$ cat src/rtl/pipe_hazard_ctrl_pkg.sv
// Shared pipeline definitions for the hazard sequencer and the pipeline
// registers it controls.
//   state_e      : sequencer state, 2-bit encoding
//   REG_W        : register-specifier width
//   wb_ctrl_t    : MEM/WB write-back control fields
//   WB_BUBBLE    : value the MEM/WB register loads when bubbled
package pipe_hazard_ctrl_pkg;

    localparam int REG_W = 5;

    typedef enum logic [1:0] {
        ST_RUN      = 2'b00,
        ST_MEM_WAIT = 2'b01,
        ST_ERROR    = 2'b10
    } state_e;

    typedef struct packed {
        logic reg_write;
        logic cond_mov;
        logic mem_to_reg;
    } wb_ctrl_t;

    localparam wb_ctrl_t WB_BUBBLE = '{reg_write: 1'b0, cond_mov: 1'b0, mem_to_reg: 1'b0};

    // Data-memory access still outstanding in MEM.
    function automatic logic dm_stall_f(input logic dm_req, input logic dm_ready);
        return dm_req & ~dm_ready;
    endfunction

endpackage

$ cat src/rtl/pipe_hazard_ctrl_if.sv
// Hazard-control bundle between the pipeline datapath and the sequencer.
//   master : pipeline side, drives hazard inputs, receives stall/flush controls
//   slave  : sequencer side
interface pipe_hazard_ctrl_if #(
    parameter int CNT_W = 16
);
    import pipe_hazard_ctrl_pkg::*;

    logic [REG_W-1:0] ID_Rs;
    logic [REG_W-1:0] ID_Rt;
    logic             ID_UsesRt;
    logic             EX_MemRead;
    logic             EX_RegWrite;
    logic [REG_W-1:0] EX_WriteRegister;
    logic             MEM_BranchTaken;
    logic             MEM_DMReq;
    logic             DM_Ready;

    logic             PC_Write;
    logic             IFID_Write;
    logic             IFID_Flush;
    logic             IDEX_Write;
    logic             IDEX_Flush;
    logic             EXMEM_Write;
    logic             EXMEM_Flush;
    logic             MEMWB_Write;
    logic             MEMWB_Bubble;
    logic             MemTimeout;
    logic [CNT_W-1:0] StallCount;

    modport master (
        output ID_Rs, ID_Rt, ID_UsesRt, EX_MemRead, EX_RegWrite, EX_WriteRegister,
               MEM_BranchTaken, MEM_DMReq, DM_Ready,
        input  PC_Write, IFID_Write, IFID_Flush, IDEX_Write, IDEX_Flush,
               EXMEM_Write, EXMEM_Flush, MEMWB_Write, MEMWB_Bubble,
               MemTimeout, StallCount
    );

    modport slave (
        input  ID_Rs, ID_Rt, ID_UsesRt, EX_MemRead, EX_RegWrite, EX_WriteRegister,
               MEM_BranchTaken, MEM_DMReq, DM_Ready,
        output PC_Write, IFID_Write, IFID_Flush, IDEX_Write, IDEX_Flush,
               EXMEM_Write, EXMEM_Flush, MEMWB_Write, MEMWB_Bubble,
               MemTimeout, StallCount
    );

endinterface

$ cat src/rtl/pipe_hazard_ctrl_load_use_det.sv
// Load-use comparator: flags an ID-stage instruction that reads the
// destination of a load currently in EX.
//   id_rs_i, id_rt_i, id_uses_rt_i          : ID-stage sources
//   ex_mem_read_i, ex_reg_write_i, ex_wr_reg_i : EX-stage load info
//   load_use_o                               : hazard present
module hazard_load_use_det
    import pipe_hazard_ctrl_pkg::*;
(
    input  logic [REG_W-1:0] id_rs_i,
    input  logic [REG_W-1:0] id_rt_i,
    input  logic             id_uses_rt_i,
    input  logic             ex_mem_read_i,
    input  logic             ex_reg_write_i,
    input  logic [REG_W-1:0] ex_wr_reg_i,
    output logic             load_use_o
);

    // r0 is hardwired zero, so a load targeting it never creates a dependency.
    assign load_use_o = ex_mem_read_i & ex_reg_write_i & (ex_wr_reg_i != '0) &
                        ((ex_wr_reg_i == id_rs_i) | (id_uses_rt_i & (ex_wr_reg_i == id_rt_i)));

endmodule

$ cat src/rtl/pipe_hazard_ctrl.sv
// Central stall/flush sequencer for the 5-stage pipeline.
//   Clk, Rst_n : clock, async active-low reset
//   hz         : hazard inputs in, pipeline-register write/flush controls out,
//                sticky MemTimeout and saturating StallCount
//
// state       | meaning
// ------------+-----------------------------------------------
// ST_RUN      | normal flow, hazards resolved combinationally
// ST_MEM_WAIT | data-memory access outstanding, pipeline held
// ST_ERROR    | memory timed out, pipeline frozen until reset
module pipe_hazard_ctrl
    import pipe_hazard_ctrl_pkg::*;
#(
    parameter int TIMEOUT = 64,
    parameter int CNT_W   = 16
) (
    input  logic             Clk,
    input  logic             Rst_n,
    pipe_hazard_ctrl_if.slave hz
);

    localparam int WAIT_W = (TIMEOUT > 1) ? $clog2(TIMEOUT) : 1;
    localparam logic [WAIT_W-1:0] WAIT_LAST = WAIT_W'(TIMEOUT - 1);

    state_e            state_q, state_d;
    logic [WAIT_W-1:0] wait_cnt_q, wait_cnt_d;
    logic              timeout_q, timeout_d;
    logic [CNT_W-1:0]  stall_cnt_q;

    logic dm_stall;
    logic load_use;
    logic pc_write, ifid_write, ifid_flush, idex_write, idex_flush;
    logic exmem_write, exmem_flush, memwb_write, memwb_bubble;

    assign dm_stall = dm_stall_f(hz.MEM_DMReq, hz.DM_Ready);

    hazard_load_use_det u_load_use_det (
        .id_rs_i        (hz.ID_Rs),
        .id_rt_i        (hz.ID_Rt),
        .id_uses_rt_i   (hz.ID_UsesRt),
        .ex_mem_read_i  (hz.EX_MemRead),
        .ex_reg_write_i (hz.EX_RegWrite),
        .ex_wr_reg_i    (hz.EX_WriteRegister),
        .load_use_o     (load_use)
    );

    always_ff @(posedge Clk or negedge Rst_n) begin
        if (!Rst_n) begin
            state_q    <= ST_RUN;
            wait_cnt_q <= '0;
            timeout_q  <= 1'b0;
        end else begin
            state_q    <= state_d;
            wait_cnt_q <= wait_cnt_d;
            timeout_q  <= timeout_d;
        end
    end

    always_comb begin
        state_d    = state_q;
        wait_cnt_d = wait_cnt_q;
        timeout_d  = timeout_q;
        case (state_q)
            ST_RUN, ST_MEM_WAIT: begin
                if (dm_stall) begin
                    // DM_Ready on the last allowed cycle clears dm_stall, so it
                    // naturally wins over the timeout.
                    if (wait_cnt_q == WAIT_LAST) begin
                        state_d    = ST_ERROR;
                        timeout_d  = 1'b1;
                        wait_cnt_d = '0;
                    end else begin
                        state_d    = ST_MEM_WAIT;
                        wait_cnt_d = wait_cnt_q + 1'b1;
                    end
                end else begin
                    state_d    = ST_RUN;
                    wait_cnt_d = '0;
                end
            end
            ST_ERROR: state_d = ST_ERROR;
            default:  state_d = ST_RUN;
        endcase
    end

    always_comb begin
        pc_write     = 1'b1;
        ifid_write   = 1'b1;
        ifid_flush   = 1'b0;
        idex_write   = 1'b1;
        idex_flush   = 1'b0;
        exmem_write  = 1'b1;
        exmem_flush  = 1'b0;
        memwb_write  = 1'b1;
        memwb_bubble = 1'b0;
        if (!Rst_n) begin
            pc_write    = 1'b0;
            ifid_write  = 1'b0;
            idex_write  = 1'b0;
            exmem_write = 1'b0;
            memwb_write = 1'b0;
        end else if (state_q == ST_ERROR) begin
            pc_write     = 1'b0;
            ifid_write   = 1'b0;
            idex_write   = 1'b0;
            exmem_write  = 1'b0;
            memwb_write  = 1'b0;
            memwb_bubble = 1'b1;
        end else if (dm_stall) begin
            // MEM is held; MEM/WB keeps clocking but receives a bubble.
            pc_write     = 1'b0;
            ifid_write   = 1'b0;
            idex_write   = 1'b0;
            exmem_write  = 1'b0;
            memwb_bubble = 1'b1;
        end else if (hz.MEM_BranchTaken) begin
            ifid_flush  = 1'b1;
            idex_flush  = 1'b1;
            exmem_flush = 1'b1;
        end else if (load_use) begin
            pc_write   = 1'b0;
            ifid_write = 1'b0;
            idex_flush = 1'b1;
        end
    end

    always_ff @(posedge Clk or negedge Rst_n) begin
        if (!Rst_n) begin
            stall_cnt_q <= '0;
        end else if (!pc_write && (stall_cnt_q != '1)) begin
            stall_cnt_q <= stall_cnt_q + 1'b1;
        end
    end

    assign hz.PC_Write     = pc_write;
    assign hz.IFID_Write   = ifid_write;
    assign hz.IFID_Flush   = ifid_flush;
    assign hz.IDEX_Write   = idex_write;
    assign hz.IDEX_Flush   = idex_flush;
    assign hz.EXMEM_Write  = exmem_write;
    assign hz.EXMEM_Flush  = exmem_flush;
    assign hz.MEMWB_Write  = memwb_write;
    assign hz.MEMWB_Bubble = memwb_bubble;
    assign hz.MemTimeout   = timeout_q;
    assign hz.StallCount   = stall_cnt_q;

endmodule

$ cat src/flat_wrapper.sv
// flat-port wrapper written by rule: the top's interface ports become plain ports
module pipe_hazard_ctrl_flat import pipe_hazard_ctrl_pkg::*;
#(
    parameter int TIMEOUT = 64,
    parameter int CNT_W   = 16
)
  (Clk, Rst_n, hz_ID_Rs, hz_ID_Rt, hz_ID_UsesRt, hz_EX_MemRead, hz_EX_RegWrite, hz_EX_WriteRegister, hz_MEM_BranchTaken, hz_MEM_DMReq, hz_DM_Ready, hz_PC_Write, hz_IFID_Write, hz_IFID_Flush, hz_IDEX_Write, hz_IDEX_Flush, hz_EXMEM_Write, hz_EXMEM_Flush, hz_MEMWB_Write, hz_MEMWB_Bubble, hz_MemTimeout, hz_StallCount);
  pipe_hazard_ctrl_if #(.CNT_W(CNT_W)) hz_i ();
  input  logic Clk;
  input  logic Rst_n;
  input wire logic [$bits(hz_i.ID_Rs)-1:0] hz_ID_Rs;
  input wire logic [$bits(hz_i.ID_Rt)-1:0] hz_ID_Rt;
  input wire logic [$bits(hz_i.ID_UsesRt)-1:0] hz_ID_UsesRt;
  input wire logic [$bits(hz_i.EX_MemRead)-1:0] hz_EX_MemRead;
  input wire logic [$bits(hz_i.EX_RegWrite)-1:0] hz_EX_RegWrite;
  input wire logic [$bits(hz_i.EX_WriteRegister)-1:0] hz_EX_WriteRegister;
  input wire logic [$bits(hz_i.MEM_BranchTaken)-1:0] hz_MEM_BranchTaken;
  input wire logic [$bits(hz_i.MEM_DMReq)-1:0] hz_MEM_DMReq;
  input wire logic [$bits(hz_i.DM_Ready)-1:0] hz_DM_Ready;
  output wire logic [$bits(hz_i.PC_Write)-1:0] hz_PC_Write;
  output wire logic [$bits(hz_i.IFID_Write)-1:0] hz_IFID_Write;
  output wire logic [$bits(hz_i.IFID_Flush)-1:0] hz_IFID_Flush;
  output wire logic [$bits(hz_i.IDEX_Write)-1:0] hz_IDEX_Write;
  output wire logic [$bits(hz_i.IDEX_Flush)-1:0] hz_IDEX_Flush;
  output wire logic [$bits(hz_i.EXMEM_Write)-1:0] hz_EXMEM_Write;
  output wire logic [$bits(hz_i.EXMEM_Flush)-1:0] hz_EXMEM_Flush;
  output wire logic [$bits(hz_i.MEMWB_Write)-1:0] hz_MEMWB_Write;
  output wire logic [$bits(hz_i.MEMWB_Bubble)-1:0] hz_MEMWB_Bubble;
  output wire logic [$bits(hz_i.MemTimeout)-1:0] hz_MemTimeout;
  output wire logic [$bits(hz_i.StallCount)-1:0] hz_StallCount;
  assign hz_i.ID_Rs = hz_ID_Rs;
  assign hz_i.ID_Rt = hz_ID_Rt;
  assign hz_i.ID_UsesRt = hz_ID_UsesRt;
  assign hz_i.EX_MemRead = hz_EX_MemRead;
  assign hz_i.EX_RegWrite = hz_EX_RegWrite;
  assign hz_i.EX_WriteRegister = hz_EX_WriteRegister;
  assign hz_i.MEM_BranchTaken = hz_MEM_BranchTaken;
  assign hz_i.MEM_DMReq = hz_MEM_DMReq;
  assign hz_i.DM_Ready = hz_DM_Ready;
  assign hz_PC_Write = hz_i.PC_Write;
  assign hz_IFID_Write = hz_i.IFID_Write;
  assign hz_IFID_Flush = hz_i.IFID_Flush;
  assign hz_IDEX_Write = hz_i.IDEX_Write;
  assign hz_IDEX_Flush = hz_i.IDEX_Flush;
  assign hz_EXMEM_Write = hz_i.EXMEM_Write;
  assign hz_EXMEM_Flush = hz_i.EXMEM_Flush;
  assign hz_MEMWB_Write = hz_i.MEMWB_Write;
  assign hz_MEMWB_Bubble = hz_i.MEMWB_Bubble;
  assign hz_MemTimeout = hz_i.MemTimeout;
  assign hz_StallCount = hz_i.StallCount;
  pipe_hazard_ctrl #(.TIMEOUT(TIMEOUT), .CNT_W(CNT_W)) u_core (.Clk(Clk), .Rst_n(Rst_n), .hz(hz_i));
endmodule
$ cat config.mk
export PLATFORM = sky130hd
export DESIGN_NAME = pipe_hazard_ctrl_flat
export DESIGN_NICKNAME = d
export VERILOG_FILES = /design/src/rtl/pipe_hazard_ctrl_pkg.sv /design/src/rtl/pipe_hazard_ctrl_if.sv /design/src/rtl/pipe_hazard_ctrl_load_use_det.sv /design/src/rtl/pipe_hazard_ctrl.sv /design/src/flat_wrapper.sv
export SDC_FILE = /design/constraint.sdc
export NUM_CORES = 1
export LEC_CHECK = 0
export CAP_MARGIN = 20
export CORE_MARGIN = 3
export CORE_UTILIZATION = 40
export CTS_BUF_LIST = sky130_fd_sc_hd__clkbuf_2
export CTS_CLUSTER_DIAMETER = 80
export CTS_CLUSTER_SIZE = 14
export DETAILED_ROUTE_END_ITERATION = 16
export PLACE_DENSITY = 0.73
export SLEW_MARGIN = 15
export SYNTH_ARGS = -nofsm -noshare
export SYNTH_HDL_FRONTEND = slang
export SYNTH_SLANG_ARGS = --single-unit
$ cat constraint.sdc
create_clock -name Clk -period 2.2 [get_ports Clk]
set_input_delay 0.44 -clock Clk [delete_from_list [all_inputs] [get_ports Clk]]
set_output_delay 0.44 -clock Clk [all_outputs]
set_load 0.05 [all_outputs]
Word level (Yosys, flattened, before mapping). Cells that the tools add are included.

Bits in registers: 25. Output and inout bits: 26. Input bits: 23.

Add/sub/neg operators: 2. Multiplexer cells: 27. Bitwise operators: 7. Eq/ne operators: 6. Reduce and logical (&&, ||, !) cells: 6.

Operator list (number): $mux 1 (22); $add 16x1->16 const B (1); $ne 16x16->1 const B (1); $mux 6 (2); $eq 5x5->1 (2); $add 6x1->6 const B (1); $eq 6x6->1 const B (1); $and 1x1->1 (5); $reduce_bool 5->1 (1); $mux 2 (2); $pmux 2 s2 (1); $reduce_and 3->1 (1); $eq 2x1->1 const B (1); $eq 2x2->1 const B (1); $logic_not 2->1 (1); $reduce_or 2->1 (1); $logic_and 1x1->1 (1); $logic_not 1->1 (1); $not 1->1 (1); $or 1x1->1 (1).

Longest topological paths before layout.
Depth in word-level cells: 11. Depth in mapped cells: 8. Mapped depth without buffers: 7.

By module. A second synthesis with hierarchy kept.

Cell total of the unflattened synthesis: 137. Area, all modules: 1430.1 µm².

By module, submodules not included: pipe_hazard_ctrl (instances 1, seq. area each 625.6 µm², area each 1296.2 µm², cells each 120); hazard_load_use_det (instances 1, seq. area each 0.0 µm², area each 133.9 µm², cells each 17).

Worst setup path before layout. No wires, ideal clock.

Path type: register -> output. Start: register u_core.state_q[1]. End: output hz_MEMWB_Bubble. Buffers on the path: 1. Cell stages (with the launch flop): 4. Arrival: 1916 ps. Path slack: -156 ps. Data required time: 1760 ps. Cell sequence: dfrtp_1 buf_2 or2b_2 a21boi_0.

Cells in the longest elaborated chain, start to end: 3.

Ends and longest elaborated chain: start: declaration (RTL line pipe_hazard_ctrl.sv:25) `state_e state_q, state_d;`; start signal: assignment (RTL line pipe_hazard_ctrl.sv:53) `state_q <= state_d;`; $eq 2x2->1 (RTL line pipe_hazard_ctrl.sv:102) `end else if (state_q == ST_ERROR) begin`; $mux 1 (RTL line pipe_hazard_ctrl.sv:102); $mux 1 (RTL line pipe_hazard_ctrl.sv:96) `if (!Rst_n) begin`; end: declaration (RTL line flat_wrapper.sv:28) `output wire logic [$bits(hz_i.MEMWB_Bubble)-1:0] hz_MEMWB_Bubble;`.

No other way between the ends.

Worst setup path after layout.
Start: input hz_EX_WriteRegister[2]. End: output hz_IFID_Write.

Cells in the longest elaborated chain, start to end: 9.

Ends and longest elaborated chain: start: declaration (RTL line flat_wrapper.sv:16) `input wire logic [$bits(hz_i.EX_WriteRegister)-1:0] hz_EX_WriteRegister;`; $eq 5x5->1 (RTL line pipe_hazard_ctrl_load_use_det.sv:20) `((ex_wr_reg_i == id_rs_i) | (id_uses_rt_i & (ex_wr_reg_i == id_rt_i)));`; $and 1x1->1 (RTL line pipe_hazard_ctrl_load_use_det.sv:20); $or 1x1->1 (RTL line pipe_hazard_ctrl_load_use_det.sv:20); $and 1x1->1 (*) (RTL line pipe_hazard_ctrl_load_use_det.sv:19) `assign load_use_o = ex_mem_read_i & ex_reg_write_i & (ex_wr_reg_i != '0) &`; $mux 1 (*) (RTL line pipe_hazard_ctrl.sv:120) `end else if (load_use) begin`; $mux 1 (*) (RTL line pipe_hazard_ctrl.sv:116) `end else if (hz.MEM_BranchTaken) begin`; $mux 1 (*) (RTL line pipe_hazard_ctrl.sv:109) `end else if (dm_stall) begin`; $mux 1 (*) (RTL line pipe_hazard_ctrl.sv:102); $mux 1 (*) (RTL line pipe_hazard_ctrl.sv:96); end: declaration (RTL line flat_wrapper.sv:21) `output wire logic [$bits(hz_i.IFID_Write)-1:0] hz_IFID_Write;`.

Every way passes the cells marked *; elsewhere a longest branch is shown, timed or not.

==> run summary <==
After synthesis, the cell types taking the most area are sky130_fd_sc_hd__dfrtp_1, sky130_fd_sc_hd__xnor2_1, sky130_fd_sc_hd__nand3_1. Sorting the synthesized cells by how often they occur yields sky130_fd_sc_hd__dfrtp_1, sky130_fd_sc_hd__xnor2_1, sky130_fd_sc_hd__nand2_1. The number of nets produced by synthesis is around 160. The antenna violation net count after detailed routing is 0. The clock skew came out at ~3.9 ps.

Detailed routing inserted a total of approximately 1200 vias. In the final layout, the share of cells above drive strength 1 is a little over a fifth. The post-route DRC violation count is 0. Synthesis produced ~130 cells.

The critical path arrival is around 1700 ps. The final total negative setup slack came out at 0 ps. The sum of routed wire length over all layers came out at around 3300 um.

Among all cell types in the netlist, the one instantiated most often is sky130_fd_sc_hd__dfrtp_1. The count of flip-flops with a built-in enable after synthesis came out at 0. The maximum VDD drop came out at 0.284 mV.

The most instantiated flip-flop cell in the synthesis netlist is sky130_fd_sc_hd__dfrtp_1. Setup repair after global routing left no endpoint under its margin. The number of nets in the finished design came out at 215. The via count of the first global-routing pass is roughly 1200. After the first detailed-routing iteration, the DRC count stood at 28. The clock slew at the register clock pins of the worst setup and hold paths came out at about 220 ps. Buffers inserted to repair hold after CTS numbered 0. The number of maximum-capacitance constraint violations came out at 0. The total CTS buffers is 3. The average wire per cell in the routed design is between 10 and 15 um. The master of the slowest instance on the critical path is sky130_fd_sc_hd__o311a_4. The clock latency on the worst-skew pair is about 330 ps. The stage delay of the slowest cell on the critical path came out at just under 400 ps. The period utilization came out at a little under 100%. For this design the ratio of total power to cell area is 362 mW/mm2. The slew of the pin with the lowest slew margin came out at just over 500 ps.

49 I/O pins were placed. The class of the tightest hold or removal check is in2async. OpenSTA, run right after detailed placement, puts the worst setup slack at -513 ps. The total number of clock tree sinks came out at 25. 0 antenna diodes ended up in the layout.

The die height came out at approximately 64 um. The H-tree depth reported by CTS is 1. The global placer's final weighted congestion is approximately 0.77.

Static timing analysis puts the maximum clock frequency at between 400 and 500 MHz. Dividing the detail-routed via count by the number of cells gives just over 5. The number of antenna violations at the first check in global routing came to 0. The total global routing overflow came out at 0. The post-detailed-placement half-perimeter wirelength is 2620 um. For this run, the number of Yosys warnings is 0.

The setup-violating endpoint count in the final report is 0. The count of standard-cell rows is 20. The count of buffers added on input and output ports is between 40 and 50. The kind of end point of the critical path is a primary output. CTS placed an instance of sky130_fd_sc_hd__clkbuf_2 at the clock tree root. The headroom to the max-slew limit is between 60% and 70%. The horizontal die dimension came out at 64.2 um. The final-report hold violation count came to 0. The length of the first detailed-routing pass in iterations came out at 4. The number of storage elements in the synthesis netlist came out at 25. The area of the die came out at roughly 0.0041 mm2. The area of the mapped netlist is 0.00136 mm2. Entering global routing, the biggest net connects 24 pins. Relative to the synthesized area, the layout overhead comes to 52.6%. The type of origin of the critical path is a primary input. The global-route usage over all layers is between 10% and 20%. Walking the worst path, the cells encountered are buf_6 > or3_4 > o311a_4 > a31oi_4 > buf_12. The run finished with clean final reports. The async set-or-reset flop fraction in the synthesized netlist came out at between 90% and 100%.

The clock period minus worst slack came out at about 2100 ps. The post-synthesis sequential area ratio came out at 46.2%. The first global-routing pass estimated between 5000 and 6000 um of wire. The maximum root-to-sink buffer count is 2. The top fanout value on the critical path is 3.

The analysis attributes to cell leakage a power of 0.000895 uW. The number of slew-limit violations in the final report came out at 0. For flop-to-flop paths, the worst setup slack is between 200 and 250 ps. The synthesized area per cell came out at between 10 and 15 um2. The start-to-end type of the worst setup path is in2out. The final setup slack of the worst path came out at between 50 and 60 ps.

The CTS tree is done. The starting utilization of the core area is roughly 43%. The floorplan step defined a core boundary enclosing between 0.003 and 0.004 mm2. The required time reported for the critical path endpoint is about 1800 ps. The share of the synthesized area in the top cell type came out at 46.2%. The synthesized design spends more area on one cell type than any other, namely sky130_fd_sc_hd__dfrtp_1. The number of distinct library cell variants in the gate-level netlist after synthesis is 30.
-- worst max-delay path, delay by kind of cell --
| kind | cells | cell delay [ps] |
|---|---|---|
| compound gates | 2 | 620 |
| buf+inv | 2 | 280 |
| simple gates | 1 | 370 |
-- what timing repair did --
action | CTS | global route
setup endpoints to repair | 18 | 13
buffers inserted | 1 | 1
pin swaps | 18 | 6
gates resized for setup | 32 | 2
-- layer usage --
| metal | GRT usage [%] | share of wire (%) | wire length [um] | vias up |
|---|---|---|---|---|
| met5 | 0 | 0 | 0 | - |
| met4 | 3.96 | 0.81 | 27 | 0 |
| met3 | 3.51 | 7.9 | 263 | 4 |
| met2 | 29.0 | 48 | 1590 | 46 |
| met1 | 19.7 | 43 | 1450 | 562 |
| li1 | - | - | - | 567 |
-- cell usage in the layout, fill, tap and decap left out, types with 7 or more instances in the layout --
cell type | netlist | layout
sky130_fd_sc_hd__buf_12 | 0 | 10
sky130_fd_sc_hd__buf_4 | 3 | 9
sky130_fd_sc_hd__clkdlybuf4s50_1 | 0 | 24
sky130_fd_sc_hd__dfrtp_1 | 25 | 25
sky130_fd_sc_hd__dlygate4sd2_1 | 0 | 11
sky130_fd_sc_hd__nand2_1 | 12 | 12
sky130_fd_sc_hd__nand3_1 | 10 | 9
sky130_fd_sc_hd__nand4_1 | 7 | 7
sky130_fd_sc_hd__o21ai_0 | 10 | 10
sky130_fd_sc_hd__xnor2_1 | 24 | 24
-- registers in the layout (all words and copies together), names as in the netlist --
| name | flops |
|---|---|
| u_core.hz.MemTimeout | 1 |
| u_core.hz.StallCount | 16 |
| u_core.state_q | 2 |
| u_core.wait_cnt_q | 6 |
-- power breakdown --
part           internal (uW)  switching [uW]  total [uW]  leakage [uW]
Clock                   48.0             133         181     0.0000166
Combinational           57.4            49.1         107      0.000561
Sequential               461           0.383         462      0.000318
Total                    567             182         749      0.000895
-- path summary, 6_finish.rpt --
kind	cells after the start	to	startpoint
worst max-delay path	5	hz_IFID_Write	hz_EX_WriteRegister[2]
worst min-delay path	2	u_core.state_q[0]$_DFF_PN0_	Rst_n
worst max register to register	6	u_core.hz.StallCount[1]$_DFFE_PN0P_	u_core.hz.StallCount[1]$_DFFE_PN0P_
worst min register to register	1	u_core.hz.StallCount[12]$_DFFE_PN0P_	u_core.hz.StallCount[12]$_DFFE_PN0P_
max in group asynchronous	3	u_core.hz.StallCount[4]$_DFFE_PN0P_	Rst_n
min in group Clk	1	u_core.hz.StallCount[12]$_DFFE_PN0P_	u_core.hz.StallCount[12]$_DFFE_PN0P_
-- logic make-up (layout without fill, tap and decap cells) --
kind of cell               count (synthesis)  after routing  synth area share, %
DFF                                       25             25                 46.2
and+or+nand+nor                           52             52                 20.2
adders and majority gates                  2              2                 1.85
xor gates and xnor gates                  25             25                 16.2
AOI/OAI and AO/OA                         18             18                 10.8
muxes                                      1              1                0.831
buffers and inverters                      9             66                 3.97
-- final cells by class --
cell class	instances	area, um2
inverter	4	15.0
sequential	25	626
clock buffer	4	20.0
multi-input combinational	98	708
timing repair buffer	58	644
fill	272	1080
tap	44	55.1
-- per-stage QoR --
step	hold slack (ps)	utilization [%]	power (uW)	instance area [um2]	std cells
floorplan	144	-	505	1360	132
global placement	460	63.6	575	2000	227
detailed placement	476	63.6	579	2000	227
CTS	345	64.7	759	2040	232
global route	366	65.6	780	2070	233
finish	383	65.6	749	2070	233
(Power assumes the default switching activity.)
